<file path="src/rtl/eip_sequencer_pkg.sv">
// Shared definitions for the Tiny86 EIP sequencer.
//  - CMD_* command indices used by decode for control-transfer instructions.
//  - EFLAGS bit positions used by condition evaluation.
//  - 2-bit sequencer state encoding.
//  - Helper predicates classifying commands.
package eip_sequencer_pkg;

   typedef enum logic [1:0] {
      ST_RUN      = 2'd0,
      ST_WAIT_TGT = 2'd1,
      ST_HALT     = 2'd2,
      ST_FAULT    = 2'd3
   } seq_state_t;

   localparam int unsigned FLAG_CF = 0;
   localparam int unsigned FLAG_PF = 2;
   localparam int unsigned FLAG_ZF = 6;
   localparam int unsigned FLAG_SF = 7;
   localparam int unsigned FLAG_OF = 11;

   localparam logic [6:0] CMD_NOP   = 7'd0;
   localparam logic [6:0] CMD_JO    = 7'd1;
   localparam logic [6:0] CMD_JNO   = 7'd2;
   localparam logic [6:0] CMD_JB    = 7'd3;
   localparam logic [6:0] CMD_JAE   = 7'd4;
   localparam logic [6:0] CMD_JE    = 7'd5;
   localparam logic [6:0] CMD_JNE   = 7'd6;
   localparam logic [6:0] CMD_JBE   = 7'd7;
   localparam logic [6:0] CMD_JA    = 7'd8;
   localparam logic [6:0] CMD_JS    = 7'd9;
   localparam logic [6:0] CMD_JNS   = 7'd10;
   localparam logic [6:0] CMD_JP    = 7'd11;
   localparam logic [6:0] CMD_JNP   = 7'd12;
   localparam logic [6:0] CMD_JL    = 7'd13;
   localparam logic [6:0] CMD_JNL   = 7'd14;
   localparam logic [6:0] CMD_JLE   = 7'd15;
   localparam logic [6:0] CMD_JG    = 7'd16;
   localparam logic [6:0] CMD_JCXZ  = 7'd17;
   localparam logic [6:0] CMD_CALLI = 7'd18;
   localparam logic [6:0] CMD_JMPI  = 7'd19;
   localparam logic [6:0] CMD_CALLR = 7'd20;
   localparam logic [6:0] CMD_JMPR  = 7'd21;
   localparam logic [6:0] CMD_RET   = 7'd22;

   // Transfers whose target arrives late from the register file / memory.
   function automatic logic is_indirect(input logic [6:0] op);
      return (op == CMD_CALLR) || (op == CMD_JMPR) || (op == CMD_RET);
   endfunction

   // Transfers whose target is carried verbatim in the address field.
   function automatic logic is_absolute(input logic [6:0] op);
      return (op == CMD_CALLI) || (op == CMD_JMPI);
   endfunction

endpackage

</file>
<file path="src/rtl/eip_sequencer_jcc_cond.sv">
// Combinational Jcc/JCXZ condition evaluator.
// Ports:
//   opc       in  command index
//   eflags    in  current flags
//   ecx       in  current ECX (JCXZ)
//   is_jcc    out opc is a conditional branch (Jcc or JCXZ)
//   cond_true out branch condition holds (meaningful only when is_jcc)
module jcc_cond
   import eip_sequencer_pkg::*;
(
   input  logic [6:0]  opc,
   input  logic [31:0] eflags,
   input  logic [31:0] ecx,
   output logic        is_jcc,
   output logic        cond_true
);

   logic cf, pf, zf, sf, of_f, lt;
   logic unused_flags;

   assign cf   = eflags[FLAG_CF];
   assign pf   = eflags[FLAG_PF];
   assign zf   = eflags[FLAG_ZF];
   assign sf   = eflags[FLAG_SF];
   assign of_f = eflags[FLAG_OF];
   // Signed less-than.
   assign lt   = sf ^ of_f;
   assign unused_flags = ^{eflags[31:12], eflags[10:8], eflags[5:3], eflags[1]};

   always_comb begin
      is_jcc    = 1'b1;
      cond_true = 1'b0;
      case (opc)
         CMD_JO:   cond_true = of_f;
         CMD_JNO:  cond_true = !of_f;
         CMD_JB:   cond_true = cf;
         CMD_JAE:  cond_true = !cf;
         CMD_JE:   cond_true = zf;
         CMD_JNE:  cond_true = !zf;
         CMD_JBE:  cond_true = cf | zf;
         CMD_JA:   cond_true = !cf & !zf;
         CMD_JS:   cond_true = sf;
         CMD_JNS:  cond_true = !sf;
         CMD_JP:   cond_true = pf;
         CMD_JNP:  cond_true = !pf;
         CMD_JL:   cond_true = lt;
         CMD_JNL:  cond_true = !lt;
         CMD_JLE:  cond_true = zf | lt;
         CMD_JG:   cond_true = !zf & !lt;
         CMD_JCXZ: cond_true = (ecx == 32'd0);
         default:  is_jcc    = 1'b0;
      endcase
   end

endmodule

</file>
<file path="src/rtl/eip_sequencer.sv">
// Tiny86 EIP sequencer: owns architectural EIP and retires one instruction
// per accepted handshake, selecting sequential / relative / absolute /
// indirect next-EIP. Indirect transfers without a same-cycle target park in
// WAIT_TGT until tgt_valid.
// Ports:
//   clk, rst                 clock, synchronous active-high reset
//   in_valid / in_ready      decode handshake
//   opc, instr_len, address  decoded command, length, displacement/target
//   eflags, ecx              condition inputs
//   tgt_valid, tgt           late indirect target
//   halt_req                 stop request
//   eip, eip_valid           fetch address and its validity
//   retired, taken           one-cycle retire pulse, and taken qualifier
//   halted, fault            sticky terminal states
module eip_sequencer
   import eip_sequencer_pkg::*;
#(
   parameter logic [31:0] RESET_EIP     = 32'h0000_0000,
   parameter int unsigned MAX_INSTR_LEN = 15
) (
   input  logic        clk,
   input  logic        rst,
   input  logic        in_valid,
   output logic        in_ready,
   input  logic [6:0]  opc,
   input  logic [3:0]  instr_len,
   input  logic [31:0] address,
   input  logic [31:0] eflags,
   input  logic [31:0] ecx,
   input  logic        tgt_valid,
   input  logic [31:0] tgt,
   input  logic        halt_req,
   output logic [31:0] eip,
   output logic        eip_valid,
   output logic        retired,
   output logic        taken,
   output logic        halted,
   output logic        fault
);

   seq_state_t  state_q, state_d;
   logic [31:0] eip_q, eip_d;
   logic        retired_q, retired_d;
   logic        taken_q, taken_d;
   logic        halt_pend_q, halt_pend_d;

   logic        accept, len_bad, is_jcc, cond_true;
   logic [31:0] seq, rel;

   jcc_cond u_jcc_cond (
      .opc       (opc),
      .eflags    (eflags),
      .ecx       (ecx),
      .is_jcc    (is_jcc),
      .cond_true (cond_true)
   );

   assign accept  = in_valid && (state_q == ST_RUN);
   assign len_bad = (instr_len == 4'd0) || (32'(instr_len) > MAX_INSTR_LEN);
   assign seq     = eip_q + 32'(instr_len);
   assign rel     = seq + address;

   always_ff @(posedge clk) begin
      if (rst) begin
         state_q     <= ST_RUN;
         eip_q       <= RESET_EIP;
         retired_q   <= 1'b0;
         taken_q     <= 1'b0;
         halt_pend_q <= 1'b0;
      end else begin
         state_q     <= state_d;
         eip_q       <= eip_d;
         retired_q   <= retired_d;
         taken_q     <= taken_d;
         halt_pend_q <= halt_pend_d;
      end
   end

   // Next state. A halt request arriving with or during an indirect wait is
   // remembered and applied once the target resolves.
   always_comb begin
      state_d     = state_q;
      halt_pend_d = halt_pend_q;
      case (state_q)
         ST_RUN: begin
            if (accept && len_bad) begin
               state_d = ST_FAULT;
            end else if (accept && is_indirect(opc) && !tgt_valid) begin
               state_d     = ST_WAIT_TGT;
               halt_pend_d = halt_req;
            end else if (halt_req) begin
               state_d = ST_HALT;
            end
         end
         ST_WAIT_TGT: begin
            if (tgt_valid) begin
               state_d     = (halt_pend_q || halt_req) ? ST_HALT : ST_RUN;
               halt_pend_d = 1'b0;
            end else begin
               halt_pend_d = halt_pend_q || halt_req;
            end
         end
         default: ;
      endcase
   end

   // Next EIP and retire/taken pulses.
   always_comb begin
      eip_d     = eip_q;
      retired_d = 1'b0;
      taken_d   = 1'b0;
      if (accept && !len_bad) begin
         if (is_jcc) begin
            eip_d     = cond_true ? rel : seq;
            retired_d = 1'b1;
            taken_d   = cond_true;
         end else if (is_absolute(opc)) begin
            eip_d     = address;
            retired_d = 1'b1;
            taken_d   = 1'b1;
         end else if (is_indirect(opc)) begin
            if (tgt_valid) begin
               eip_d     = tgt;
               retired_d = 1'b1;
               taken_d   = 1'b1;
            end
         end else begin
            eip_d     = seq;
            retired_d = 1'b1;
         end
      end else if (state_q == ST_WAIT_TGT && tgt_valid) begin
         eip_d     = tgt;
         retired_d = 1'b1;
         taken_d   = 1'b1;
      end
   end

   assign eip       = eip_q;
   assign in_ready  = (state_q == ST_RUN);
   assign eip_valid = (state_q == ST_RUN);
   assign retired   = retired_q;
   assign taken     = taken_q;
   assign halted    = (state_q == ST_HALT);
   assign fault     = (state_q == ST_FAULT);

endmodule
</file>
<file path="config.mk">
export PLATFORM = sky130hd
export DESIGN_NAME = eip_sequencer
export DESIGN_NICKNAME = d
export VERILOG_FILES = /design/src/rtl/eip_sequencer_pkg.sv /design/src/rtl/eip_sequencer_jcc_cond.sv /design/src/rtl/eip_sequencer.sv
export SDC_FILE = /design/constraint.sdc
export NUM_CORES = 1
export LEC_CHECK = 0
export CAP_MARGIN = 40
export CELL_PAD_IN_SITES_DETAIL_PLACEMENT = 1
export CELL_PAD_IN_SITES_GLOBAL_PLACEMENT = 2
export CORE_ASPECT_RATIO = 1.4
export CORE_UTILIZATION = 27
export CTS_CLUSTER_DIAMETER = 40
export DETAILED_ROUTE_END_ITERATION = 16
export GPL_ROUTABILITY_DRIVEN = 0
export HOLD_SLACK_MARGIN = 0.06
export PLACE_DENSITY_LB_ADDON = 0.1
export SLEW_MARGIN = 10
export SYNTH_ARGS = -nofsm -noshare
export SYNTH_HDL_FRONTEND = slang
export SYNTH_SLANG_ARGS = --single-unit
</file>
<file path="constraint.sdc">
create_clock -name clk -period 10.9 [get_ports clk]
set_input_delay 1.09 -clock clk [delete_from_list [all_inputs] [get_ports clk]]
set_output_delay 1.09 -clock clk [all_outputs]
set_load 0.01 [all_outputs]
</file>
==> Flow_metrics.wiki, run 1 <==
{| class="wikitable"
! Metric !! Value
|-
| Estimated wirelength of the detail-placed design || 18100 um
|-
| Number of global-route vias before repair || about 6700
|-
| Fraction of the yosys area taken by sequential cells || 13.7%
|-
| Maximum number of pins on one net before global-route repair || 43
|-
| Number of enable flip-flop cells after synthesis || 0
|-
| IO buf count || roughly 150
|-
| Transition time at the pin with the least slew margin || between 0.7 and 0.8 ns
|-
| PostCTS Resize Cnt || 0
|-
| Number of placed I/O pins || approximately 180
|-
| Setup Total Neg Slack || 0 ns
|-
| Number of rows created at floorplan || 60
|-
| First-pass GRT wire length || 37000 um
|-
| GRT overflow || 0
|-
| Final critical path time including I/O delays and setup || roughly 6.0 ns
|-
| Y dimension of the die || between 150 and 200 um
|-
| Post-layout net count || ~1100
|-
| Worst slew margin || between 40% and 50%
|-
| Post-Syn Area || around 0.0054 mm2
|-
| Commonest cells after routing, fill and taps aside || sky130_fd_sc_hd__clkdlybuf4s50_1 (154), sky130_fd_sc_hd__nor2_1 (120), sky130_fd_sc_hd__nand2_1 (70)
|-
| Kind of cell adding the most delay to the critical path || compound AO/OA/AOI/OAI gates
|-
| Filler cell count in the final layout || approximately 2400
|-
| Detailed-router iteration count before antenna repair || 4
|-
| Data required time of the worst path || around 11 ns
|-
| Number of nets in the synthesized netlist || between 900 and 1000
|-
| Period utilization || a little under three fifths
|-
| Average wire per cell in the routed design || between 20 and 25 um
|-
| Area of all placed cells without fillers || roughly 0.0073 mm2
|-
| Diode count || 0
|-
| Number of antenna violations at the first check in global routing || 0
|-
| Count of hold buffers inserted by post-cts repair || 0
|-
| Biggest area consumer among synthesized cells || sky130_fd_sc_hd__dfxtp_1
|-
| Endpoints failing hold || 0
|-
| Average vias per placed instance || 5.59
|-
| Buffer levels on the longest clock path || 2
|-
| Buffering stage count on the worst path with inverters included || 1
|-
| Number of clock sinks seen by CTS || 37
|-
| Primary FF master, synth || sky130_fd_sc_hd__dfxtp_1
|-
| Avg Cell Area, Syn || 7.06 um2
|-
| CTS H-tree depth || 2
|-
| Area post-placement || around 0.0071 mm2
|-
| Path type of the worst setup path || in -> reg
|-
| Unrepaired setup endpoints after global routing || false
|-
| Area share of the largest cell type after synthesis || 13.7%
|-
| Run status || completed
|-
| Number of failing setup endpoints in the final timing report || 0
|-
| VDD IR-drop max || ~55 uV
|-
| Overall fraction of global-route tracks in use || 23.4%
|-
| Category of the worst setup path launch point || input pin
|-
| Clock-pin slew on the worst setup and hold paths || 0.07 ns
|-
| Hold WC Path Type || reg -> reg
|-
| Synthesis-stage register bit count || 37
|-
| Number of unique standard cell types used by synthesis || just under 80
|-
| Number of clock buffers inserted by TritonCTS || 5
|-
| Count of maximum capacitance violations || 0
|-
| Worst clock skew || around 0.0058 ns
|-
| DIE AREA || slightly above 0.02 mm2
|-
| Worst-path cell chain || clkdlybuf4s50_1 -> ha_1 -> fa_1 -> a21o_1 -> a21oi_1 -> nand2b_1 -> nor3_1 -> xor2_1 -> ha_1 -> a21oi_1 -> nand2_1 -> a211oi_2 -> nor2_1 -> a211oi_1 -> o2111ai_1 -> nand3_1 -> mux2_2 -> o21a_1
|-
| Highest net fanout along the worst path || 5
|-
| Overall power of the completed layout || between 0.0006 and 0.0007 W
|-
| Initial core utilization || between 20% and 30%
|-
| Core Region || 0.0194 mm2
|-
| Power Density || 89.0 mW/mm2
|-
| DRC violation count after routing || 0
|-
| Clock latency reported for the late side of the worst-skew pair || about 0.3 ns
|-
| Buffers inserted during post-CTS setup optimization || 0
|-
| CP peak stage delay || 0.58 ns
|-
| Leakage power total || approximately 2.9 nW
|-
| Fmax || roughly 0.17 GHz
|-
| Via count || approximately 6400
|-
| Commonest non-fill, non-tap cell in the layout || sky130_fd_sc_hd__clkdlybuf4s50_1
|-
| Initial detailed-routing violation count || roughly 240
|-
| Leading cell types by total area after synthesis || sky130_fd_sc_hd__dfxtp_1 (14%), sky130_fd_sc_hd__ha_1 (8.8%), sky130_fd_sc_hd__nor2_1 (8.4%), sky130_fd_sc_hd__a21oi_1 (6.1%), sky130_fd_sc_hd__xnor2_1 (5.8%)
|-
| Number of warnings printed during yosys synthesis || 0
|-
| Critical Path End Type || flop
|-
| Clock tree from TritonCTS || yes
|-
| Max-slew violations || 0
|-
| Layout cell share with drive strength beyond 1 || 5.25%
|-
| Number of cells produced by synthesis || between 700 and 800
|-
| Standard cell with the maximum stage delay on the critical path || sky130_fd_sc_hd__a21oi_1
|-
| CTS Root Cell || sky130_fd_sc_hd__clkbuf_16
|-
| Async set-reset flop share out of synthesis || 0%
|-
| Crit path arrival time || about 6.2 ns
|-
| Synthesis-to-finish area growth || 35.1%
|-
| Die boundary width || approximately 120 um
|-
| Antenna Nets Post-Route || 0
|-
| Routed WL || about 24000 um
|}
Yosys cell counts, drive strengths merged (11+ instances only):
library cell,number
inv,15
buf,17
xnor2,36
a21oi,67
o21ai,55
a211oi,26
xor2,21
mux2i,17
clkbuf,23
nor2,122
nor4,12
nand2,71
dfxtp,37
ha,38
nor3,17
nand3,22
mux2,11
routing by layer:
| metal | part of all wire, % | track usage, % |
|---|---|---|
| met5 | 0 | 0 |
| met4 | 1.5 | 6.28 |
| met3 | 4.4 | 2.39 |
| met2 | 53 | 45.2 |
| met1 | 41 | 26.6 |
area by class of cell:
class / count / area (um2) / share of cell area (%)
clock buffers: 7 / 143 / 1.96
multi-input cells: 672 / 4420 / 60.6
well taps: 248 / 310 / 4.26
inverters: 15 / 56.3 / 0.772
flip-flops and latches: 37 / 741 / 10.2
repair buffers: 164 / 1620 / 22.2
metrics by stage:
stage          setup WS [ns]  util [%]  std cells  hold slack (ns)
2_1_floorplan           6.00         -        764            0.437
3_3_place_gp            4.63      36.8       1135            0.463
3_5_place_dp            4.63      36.9       1136            0.474
5_1_grt                 4.70      37.6       1143            0.527
6_report                4.88      37.6       1143            0.480
4_1_cts                 4.92      37.6       1143            0.486
registers in the layout, indices dropped and copies added, names as in the netlist:
signal and count:
state_q 2, eip 32, halt_pend_q 1, taken 1
retired 1
tightest hold or removal path: cells and delay by family (launching register included):
kind / cells / cell delay, ns
DFF: 1 / 0.32
AOI/OAI and AO/OA: 1 / 0.06
and+or+nand+nor: 1 / 0.05
cells by family (layout without fill, tap and decap cells):
kind of cell / after synthesis / in the layout / share of synthesized area [%]
flops: 37 / 37 / 13.7
compound gates: 241 / 241 / 30.2
xor+xnor: 57 / 57 / 9.25
fa+ha+maj: 40 / 40 / 9.55
simple gates: 306 / 306 / 27.3
buf+inv: 55 / 186 / 4.57
mux: 28 / 28 / 5.45
power by group:
part | switching, W | leakage [nW] | internal, W
clock | 0.0000721 | 0.0700 | 0.0000905
combinational | 0.000171 | 2.48 | 0.000154
sequential | 0.0000155 | 0.304 | 0.000145
total | 0.000259 | 2.85 | 0.000390
path summary, 6_finish.rpt:
check / start / endpoint / slack [ns] / cells after the start
max: instr_len[0] / eip[31] / 4.88 / 18
min: halt_pend_q / halt_pend_q / 0.48 / 2
max reg2reg: eip[0] / eip[31] / 5.79 / 17
min reg2reg: halt_pend_q / halt_pend_q / 0.48 / 2
Note: power is estimated with default switching activity, not from simulation.
==> inputs of run 2 (changes only) <==
--- a/config.mk
+++ b/config.mk
@@ -9,7 +9,7 @@
 export CELL_PAD_IN_SITES_DETAIL_PLACEMENT = 1
 export CELL_PAD_IN_SITES_GLOBAL_PLACEMENT = 2
 export CORE_ASPECT_RATIO = 1.4
-export CORE_UTILIZATION = 27
+export CORE_UTILIZATION = 25
 export CTS_CLUSTER_DIAMETER = 40
 export DETAILED_ROUTE_END_ITERATION = 16
 export GPL_ROUTABILITY_DRIVEN = 0
==> constraint.sdc (replaced) <==
create_clock -name clk -period 5.9 [get_ports clk]
set_input_delay 0.59 -clock clk [delete_from_list [all_inputs] [get_ports clk]]
set_output_delay 0.59 -clock clk [all_outputs]
set_load 0.01 [all_outputs]
==> run 2 against run 1 <==
Setup slack worse by 4.2 ns; non-clock buffer count up 8; global-route usage down 1.6 points; core utilization down 2.7 points; via count up 1.7%; sequential power up 84%; cell count up 1.8%; register-to-register slack worse by 4.7 ns; total power up 98%; final area up 1.6%; largest power group unchanged; highest routed layer unchanged.
==> Flow_metrics.wiki, run 2 (synthesized netlist as in run 1, its figures left out) <==
{| class="wikitable"
! Metric !! Value
|-
| Run status || completed
|-
| Share of total power consumed by net switching || 37.7% (-2.2 points)
|-
| Buffers inserted during post-CTS setup optimization || 0 (unchanged)
|-
| Fmax || ~0.19 GHz
|-
| CTS Root Cell || sky130_fd_sc_hd__clkbuf_16
|-
| Antenna Nets Post-Route || 0 (unchanged)
|-
| Worst slew margin || 44.5% (-3.7 points)
|-
| Number of clock sinks seen by CTS || 37 (unchanged)
|-
| Data required time of the worst path || 6.10 ns (-5.00 ns)
|-
| Number of global-route vias before repair || 6958 (+3.3%)
|-
| Buffer levels on the longest clock path || 2 (unchanged)
|-
| VDD IR-drop max || 99.9 uV (+82%)
|-
| Category of the worst setup path launch point || input pin
|-
| Count of maximum capacitance violations || 0 (unchanged)
|-
| DIE AREA || 0.0222 mm2 (+7.9%)
|-
| Setup slack at placement || 0.343 ns (-4.28 ns)
|-
| Clock latency reported for the late side of the worst-skew pair || 0.30 ns (about the same)
|-
| Hold WC Path Type || reg -> reg
|-
| Startpoint of the tightest hold check path || halt_pend_q
|-
| Number of placed I/O pins || 182 (unchanged)
|-
| Setup Total Neg Slack || 0 ns (unchanged)
|-
| Total net switching power || 0.000484 W (+87%)
|-
| Highest net fanout along the worst path || 5 (unchanged)
|-
| Estimated wirelength of the detail-placed design || 18400 um (+1.4%)
|-
| Worst r2r src || eip[0]
|-
| Overall fraction of global-route tracks in use || 21.8% (-1.6 points)
|-
| Flop pwr share || 23.1% (-1.7 points)
|-
| Number of cells in the design after placement || 1156 (+1.8%)
|-
| Clock-pin slew on the worst setup and hold paths || 0.07 ns (about the same)
|-
| Number of failing setup endpoints in the final timing report || 0 (unchanged)
|-
| GRT overflow || 0 (unchanged)
|-
| Endpoints failing hold || 0 (unchanged)
|-
| Maximum number of pins on one net before global-route repair || 41 (-4.7%)
|-
| CTS H-tree depth || 2 (unchanged)
|-
| Clock tree from TritonCTS || yes
|-
| Routed WL || 24500 um (+1.7%)
|-
| Average vias per placed instance || 5.58 (-0.17%)
|-
| Period utilization || about 90%
|-
| IO buf count || 154 (unchanged)
|-
| Power Density || 173 mW/mm2 (+95%)
|-
| Total internal power || 0.000800 W (+110%)
|-
| Via count || 6495 (+1.7%)
|-
| Relative contribution of combinational cells to total power || 47.3% (-2.8 points)
|-
| Proportion of power drawn by the clock network || 29.6% (+4.5 points)
|-
| Path type of the worst setup path || in -> reg
|-
| Worst clock skew || 0.00488 ns (-0.000873 ns)
|-
| First-pass GRT wire length || 37700 um (+1.8%)
|-
| Non-filler instance count after layout || 1164 (+1.8%)
|-
| Final critical path time including I/O delays and setup || between 5 and 6 ns
|-
| Worst path setup slack after routing || 0.682 ns (-4.20 ns)
|-
| Commonest cells after routing, fill and taps aside || sky130_fd_sc_hd__clkdlybuf4s50_1 (154), sky130_fd_sc_hd__nor2_1 (120), sky130_fd_sc_hd__nand2_1 (70)
|-
| Leakage power total || 2.92 nW (+2.2%)
|-
| Post-layout net count || 1087 (+0.74%)
|-
| Y dimension of the die || 176 um (+3.9%)
|-
| Crit path arrival time || 5.42 ns (-0.80 ns)
|-
| Commonest non-fill, non-tap cell in the layout || sky130_fd_sc_hd__clkdlybuf4s50_1
|-
| Number of rows created at floorplan || 63 (+5.0%)
|-
| Diode count || 0 (unchanged)
|-
| PostCTS Resize Cnt || 0 (unchanged)
|-
| Critical Path End Type || flop
|-
| Average wire per cell in the routed design || 21.0 um (-0.14%)
|-
| Number of antenna violations at the first check in global routing || 0 (unchanged)
|-
| Initial core utilization || 25.4% (-2.4 points)
|-
| Max reg flops || 32 (unchanged)
|-
| Count of hold buffers inserted by post-cts repair || 0 (unchanged)
|-
| Transition time at the pin with the least slew margin || 0.833 ns (+0.0566 ns)
|-
| Number of clock buffers inserted by TritonCTS || 5 (unchanged)
|-
| Max-slew violations || 0 (unchanged)
|-
| Die boundary width || 126 um (+3.9%)
|-
| Unrepaired setup endpoints after global routing || false
|-
| Launching instance or port of the critical path || instr_len[0]
|-
| Initial detailed-routing violation count || 270 (+12%)
|-
| Detailed-router iteration count before antenna repair || 4 (unchanged)
|-
| DRC violation count after routing || 0 (unchanged)
|-
| Synthesis-to-finish area growth || 37.3%
|-
| Worst Hold Slack || 0.493 ns (+0.0132 ns)
|-
| Layout cell share with drive strength beyond 1 || 6.19% (+0.94 points)
|-
| Filler cell count in the final layout || 2599 (+7.5%)
|-
| Core Region || 0.0212 mm2 (+9.5%)
|}
[run 2: changes by cell type in the layout (fill, tap and decap cells not counted), sizes merged]
cell    delta
bufinv     +2
buf        +8
clkbuf     -2
clkinv     +1
[run 2: worst max-delay path, stage by stage]
cell	delay, ns
sky130_fd_sc_hd__clkdlybuf4s50_1	0.43
sky130_fd_sc_hd__ha_1	0.24
sky130_fd_sc_hd__fa_1	0.41
sky130_fd_sc_hd__a21o_1	0.20
sky130_fd_sc_hd__a21oi_1	0.14
sky130_fd_sc_hd__buf_4	0.18
sky130_fd_sc_hd__nand2b_1	0.27
sky130_fd_sc_hd__nor3_1	0.10
sky130_fd_sc_hd__xor2_1	0.25
sky130_fd_sc_hd__ha_1	0.33
sky130_fd_sc_hd__a21oi_1	0.25
sky130_fd_sc_hd__nand2_1	0.12
sky130_fd_sc_hd__a211oi_2	0.26
sky130_fd_sc_hd__nor2_1	0.12
sky130_fd_sc_hd__a211oi_1	0.63
sky130_fd_sc_hd__o2111ai_1	0.23
sky130_fd_sc_hd__nand3_1	0.14
sky130_fd_sc_hd__mux2_2	0.34
sky130_fd_sc_hd__o21a_1	0.18
[run 2: area by class of cell]
class                   instances  area (um2)  share of cell area [%]
clock buffers                   5         125                    1.69
clock inverters                 3        65.1                   0.878
repair buffers                172        1680                    22.7
inverters                      15        56.3                   0.760
flip-flops and latches         37         741                    10.0
multi-input cells             672        4420                    59.6
well taps                     260         325                    4.39
[run 2: final timing paths]
check | to | slack (ns) | cells after the start
hold / removal | halt_pend_q | 0.49 | 2
hold reg to reg | halt_pend_q | 0.49 | 2
setup reg to reg | eip[31] | 1.09 | 18
setup / recovery | eip[31] | 0.68 | 19
[run 2: per-stage QoR]
stage               area (um2)  total power (W)  utilization, %
global route              7410          0.00136            34.9
detailed placement        7220         0.000906            34.0
global placement          7210         0.000897            34.0
finish                    7410          0.00128            34.9
CTS                       7410          0.00129            34.9
floorplan                 5400         0.000657               -
[run 2: power by group through the flow]
| stage | clock network [W] | logic (W) | registers [W] |
|---|---|---|---|
| floorplan | 0 | 0.000354 | 0.000303 |
| global placement | 0 | 0.000595 | 0.000302 |
| detailed placement | 0 | 0.000603 | 0.000303 |
| CTS | 0.000388 | 0.000610 | 0.000297 |
| global route | 0.000396 | 0.000665 | 0.000300 |
| finish | 0.000380 | 0.000607 | 0.000297 |
[run 2: layer usage]
layer | part of all wire [%] | vias up | GRT usage [%]
met3 | 2.9 | 36 | 2.13
met4 | 2.4 | 0 | 7.18
met5 | 0 | - | 0
met2 | 52 | 159 | 41.7
li1 | - | 3117 | -
met1 | 43 | 3183 | 25.0
==> inputs of run 3 (changes only) <==
--- a/config.mk
+++ b/config.mk
@@ -9,7 +9,7 @@
 export CELL_PAD_IN_SITES_DETAIL_PLACEMENT = 1
 export CELL_PAD_IN_SITES_GLOBAL_PLACEMENT = 2
 export CORE_ASPECT_RATIO = 1.4
-export CORE_UTILIZATION = 25
+export CORE_UTILIZATION = 23
 export CTS_CLUSTER_DIAMETER = 40
 export DETAILED_ROUTE_END_ITERATION = 16
 export GPL_ROUTABILITY_DRIVEN = 0
==> constraint.sdc (replaced) <==
create_clock -name clk -period 4.7 [get_ports clk]
set_input_delay 0.47 -clock clk [delete_from_list [all_inputs] [get_ports clk]]
set_output_delay 0.47 -clock clk [all_outputs]
set_load 0.01 [all_outputs]
==> run 3 against run 2 <==
Routed wire length up 6.9%; global-route usage about the same; worst hold slack worse by 0.021 ns; critical path depth up 1; register-to-register slack worse by 0.62 ns; via count up 5.0%; sequential share of layout area down 0.86 points; sequential power up 25%; clock-buffer cell count up 2; final area up 9.4%; first-iteration DRC count up 1.5%; core utilization up 0.099 points; largest cell class unchanged; highest routed layer unchanged.
==> Flow_metrics.wiki, run 3 (synthesized netlist as in run 1, its figures left out) <==
{| class="wikitable"
! Metric !! Value
|-
| VDD IR-drop max || 128 uV (+28%)
|-
| Average wire per cell in the routed design || 20.3 um (-3.5%)
|-
| Core Region || 0.0231 mm2 (+9.0%)
|-
| Period utilization || between 90% and 100%
|-
| Share of total power consumed by net switching || 39.0% (+1.3 points)
|-
| Highest net fanout along the worst path || 5 (unchanged)
|-
| Diode count || 0 (unchanged)
|-
| Routed WL || 26100 um (+6.9%)
|-
| Number of clock buffers inserted by TritonCTS || 5 (unchanged)
|-
| Die boundary width || 131 um (+4.2%)
|-
| Core occupancy in the finished layout || 35.0% (+0.099 points)
|-
| Run status || completed
|-
| Layout cell share with drive strength beyond 1 || 15.1% (+8.9 points)
|-
| Initial detailed-routing violation count || 274 (+1.5%)
|-
| Commonest non-fill, non-tap cell in the layout || sky130_fd_sc_hd__clkdlybuf4s50_1
|-
| Total internal power || 0.000992 W (+24%)
|-
| Y dimension of the die || 183 um (+4.2%)
|-
| Max-slew violations || 0 (unchanged)
|-
| Flop pwr share || 22.8% (-0.3 points)
|-
| Leakage power total || 3.33 nW (+14%)
|-
| Overall fraction of global-route tracks in use || 21.8% (about the same)
|-
| Worst Hold Slack || 0.472 ns (-0.0213 ns)
|-
| First-pass GRT wire length || 41100 um (+9.0%)
|-
| Detailed-router iteration count before antenna repair || 4 (unchanged)
|-
| Number of antenna violations at the first check in global routing || 0 (unchanged)
|-
| Cells on worst reg2reg path || 19 (+1)
|-
| Relative contribution of combinational cells to total power || 54.1% (+6.8 points)
|-
| Number of clock sinks seen by CTS || 37 (unchanged)
|-
| Count of maximum capacitance violations || 0 (unchanged)
|-
| Initial core utilization || 23.3% (-2.1 points)
|-
| Clock tree from TritonCTS || yes
|-
| Number of failing setup endpoints in the final timing report || 0 (unchanged)
|-
| Data required time of the worst path || 4.90 ns (-1.20 ns)
|-
| Number of global-route vias before repair || 7391 (+6.2%)
|-
| Estimated wirelength of the detail-placed design || 20100 um (+9.2%)
|-
| Worst r2r src || eip[0]
|-
| Buffer levels on the longest clock path || 2 (unchanged)
|-
| GRT overflow || 0 (unchanged)
|-
| Critical Path End Type || flop
|-
| Power Density || 201 mW/mm2 (+16%)
|-
| Critical path capture point || eip[31]
|-
| Fmax || roughly 0.22 GHz
|-
| Antenna Nets Post-Route || 0 (unchanged)
|-
| Hold WC Path Type || reg -> reg
|-
| Setup Total Neg Slack || 0 ns (unchanged)
|-
| Launching instance or port of the critical path || instr_len[0]
|-
| End of the worst register-to-register path || eip[31]
|-
| Count of hold buffers inserted by post-cts repair || 0 (unchanged)
|-
| DIE AREA || 0.0241 mm2 (+8.6%)
|-
| Worst slew margin || 47.6% (+3.2 points)
|-
| Via count || 6817 (+5.0%)
|-
| Category of the worst setup path launch point || input pin
|-
| Path type of the worst setup path || in -> reg
|-
| Maximum number of pins on one net before global-route repair || 35 (-15%)
|-
| Number of rows created at floorplan || 66 (+4.8%)
|-
| Clock-pin slew on the worst setup and hold paths || 0.06 ns (about the same)
|-
| Synthesis-to-finish area growth || 50.2%
|-
| Final critical path time including I/O delays and setup || around 4.5 ns
|-
| Transition time at the pin with the least slew margin || 0.785 ns (-0.0473 ns)
|-
| Average vias per placed instance || 5.29 (-5.2%)
|-
| Endpoints failing hold || 0 (unchanged)
|-
| Post-layout net count || 1167 (+7.4%)
|-
| Worst clock skew || 0.0106 ns (+0.00571 ns)
|-
| Commonest cells after routing, fill and taps aside || sky130_fd_sc_hd__clkdlybuf4s50_1 (154), sky130_fd_sc_hd__nor2_1 (119), sky130_fd_sc_hd__buf_4 (98)
|-
| CTS H-tree depth || 2 (unchanged)
|-
| Clock latency reported for the late side of the worst-skew pair || 0.31 ns (about the same)
|-
| Proportion of power drawn by the clock network || 23.1% (-6.5 points)
|-
| Crit path arrival time || 4.70 ns (-0.72 ns)
|-
| Total net switching power || 0.000633 W (+31%)
|-
| Number of placed I/O pins || 182 (unchanged)
|-
| CTS Root Cell || sky130_fd_sc_hd__clkbuf_16
|-
| Reg2reg setup slack || 0.47 ns (-0.62 ns)
|-
| IO buf count || 154 (unchanged)
|-
| DRC violation count after routing || 0 (unchanged)
|-
| Max reg flops || 32 (unchanged)
|}
## run 3: cell count changes in the layout (fill, tap and decap cells not counted), moves of 2 or more
cell                        delta
sky130_fd_sc_hd__a21oi_1       -5
sky130_fd_sc_hd__a21oi_2       +5
sky130_fd_sc_hd__buf_4        +81
sky130_fd_sc_hd__bufinv_16     -2
sky130_fd_sc_hd__nor3_1        -2
sky130_fd_sc_hd__o21ai_0       -5
sky130_fd_sc_hd__o21ai_1       +4
## run 3: power groups by stage
stage	clock network, W	logic, W	registers [W]
after floorplan	0	0.000445	0.000380
after global placement	0	0.000846	0.000378
after detailed placement	0	0.000860	0.000378
after CTS	0.000396	0.000869	0.000371
after global routing	0.000396	0.000965	0.000375
final	0.000375	0.000879	0.000371
## run 3: repair_timing
action                     CTS  global route
gates resized for setup      3            21
setup endpoints to repair    2            10
buffers inserted             0             1
pin swaps                    0             6
## run 3: per-stage QoR
step	cells	total power, W	area, um2	worst slack (ns)
2_1_floorplan	764	0.000825	5400	0.415
3_3_place_gp	1281	0.00122	7870	-0.330
3_5_place_dp	1281	0.00124	7870	-0.344
4_1_cts	1288	0.00164	8020	0.0211
5_1_grt	1289	0.00174	8100	-0.00842
6_report	1289	0.00163	8100	0.193
## run 3: worst min-delay path by stage
stage | from | to | slack [ns] | cells after the start
final | halt_pend_q | halt_pend_q | 0.47 | 2
after floorplan | halt_pend_q | halt_pend_q | 0.44 | 2
after detailed placement | halt_pend_q | halt_pend_q | 0.46 | 2
after global placement | halt_pend_q | halt_pend_q | 0.46 | 2
after global routing | halt_pend_q | halt_pend_q | 0.51 | 2
after CTS | halt_pend_q | halt_pend_q | 0.47 | 2
## run 3: cell type report
cell class	count	area (um2)
Timing Repair Buffer	252	2280
Sequential cell	37	741
Clock buffer	7	143
Inverter	15	56.3
Tap cell	306	383
Fill cell	2863	15000
Multi-Input combinational cell	672	4500
## run 3: metal layers
| layer | global-route usage (%) | part of all wire, % |
|---|---|---|
| met3 | 2.43 | 3.5 |
| met2 | 42.1 | 53 |
| met5 | 0 | 0 |
| met1 | 24.4 | 41 |
| met4 | 8.00 | 2.7 |
## run 3: worst max-delay path, cell delays in order
cell and delay, ns:
sky130_fd_sc_hd__clkdlybuf4s50_1 0.43, sky130_fd_sc_hd__ha_2 0.21, sky130_fd_sc_hd__fa_2 0.34, sky130_fd_sc_hd__a21o_1 0.18, sky130_fd_sc_hd__a21oi_1 0.14, sky130_fd_sc_hd__buf_4 0.18
sky130_fd_sc_hd__nand2b_4 0.16, sky130_fd_sc_hd__nor2_1 0.05, sky130_fd_sc_hd__xor2_1 0.15, sky130_fd_sc_hd__ha_1 0.39, sky130_fd_sc_hd__nand3_2 0.13, sky130_fd_sc_hd__nor3_4 0.23
sky130_fd_sc_hd__a211oi_4 0.11, sky130_fd_sc_hd__nor2_2 0.12, sky130_fd_sc_hd__a211oi_1 0.08, sky130_fd_sc_hd__buf_4 0.16, sky130_fd_sc_hd__or4_1 0.53, sky130_fd_sc_hd__nand3_1 0.12
sky130_fd_sc_hd__mux2_2 0.34, sky130_fd_sc_hd__o21a_1 0.18
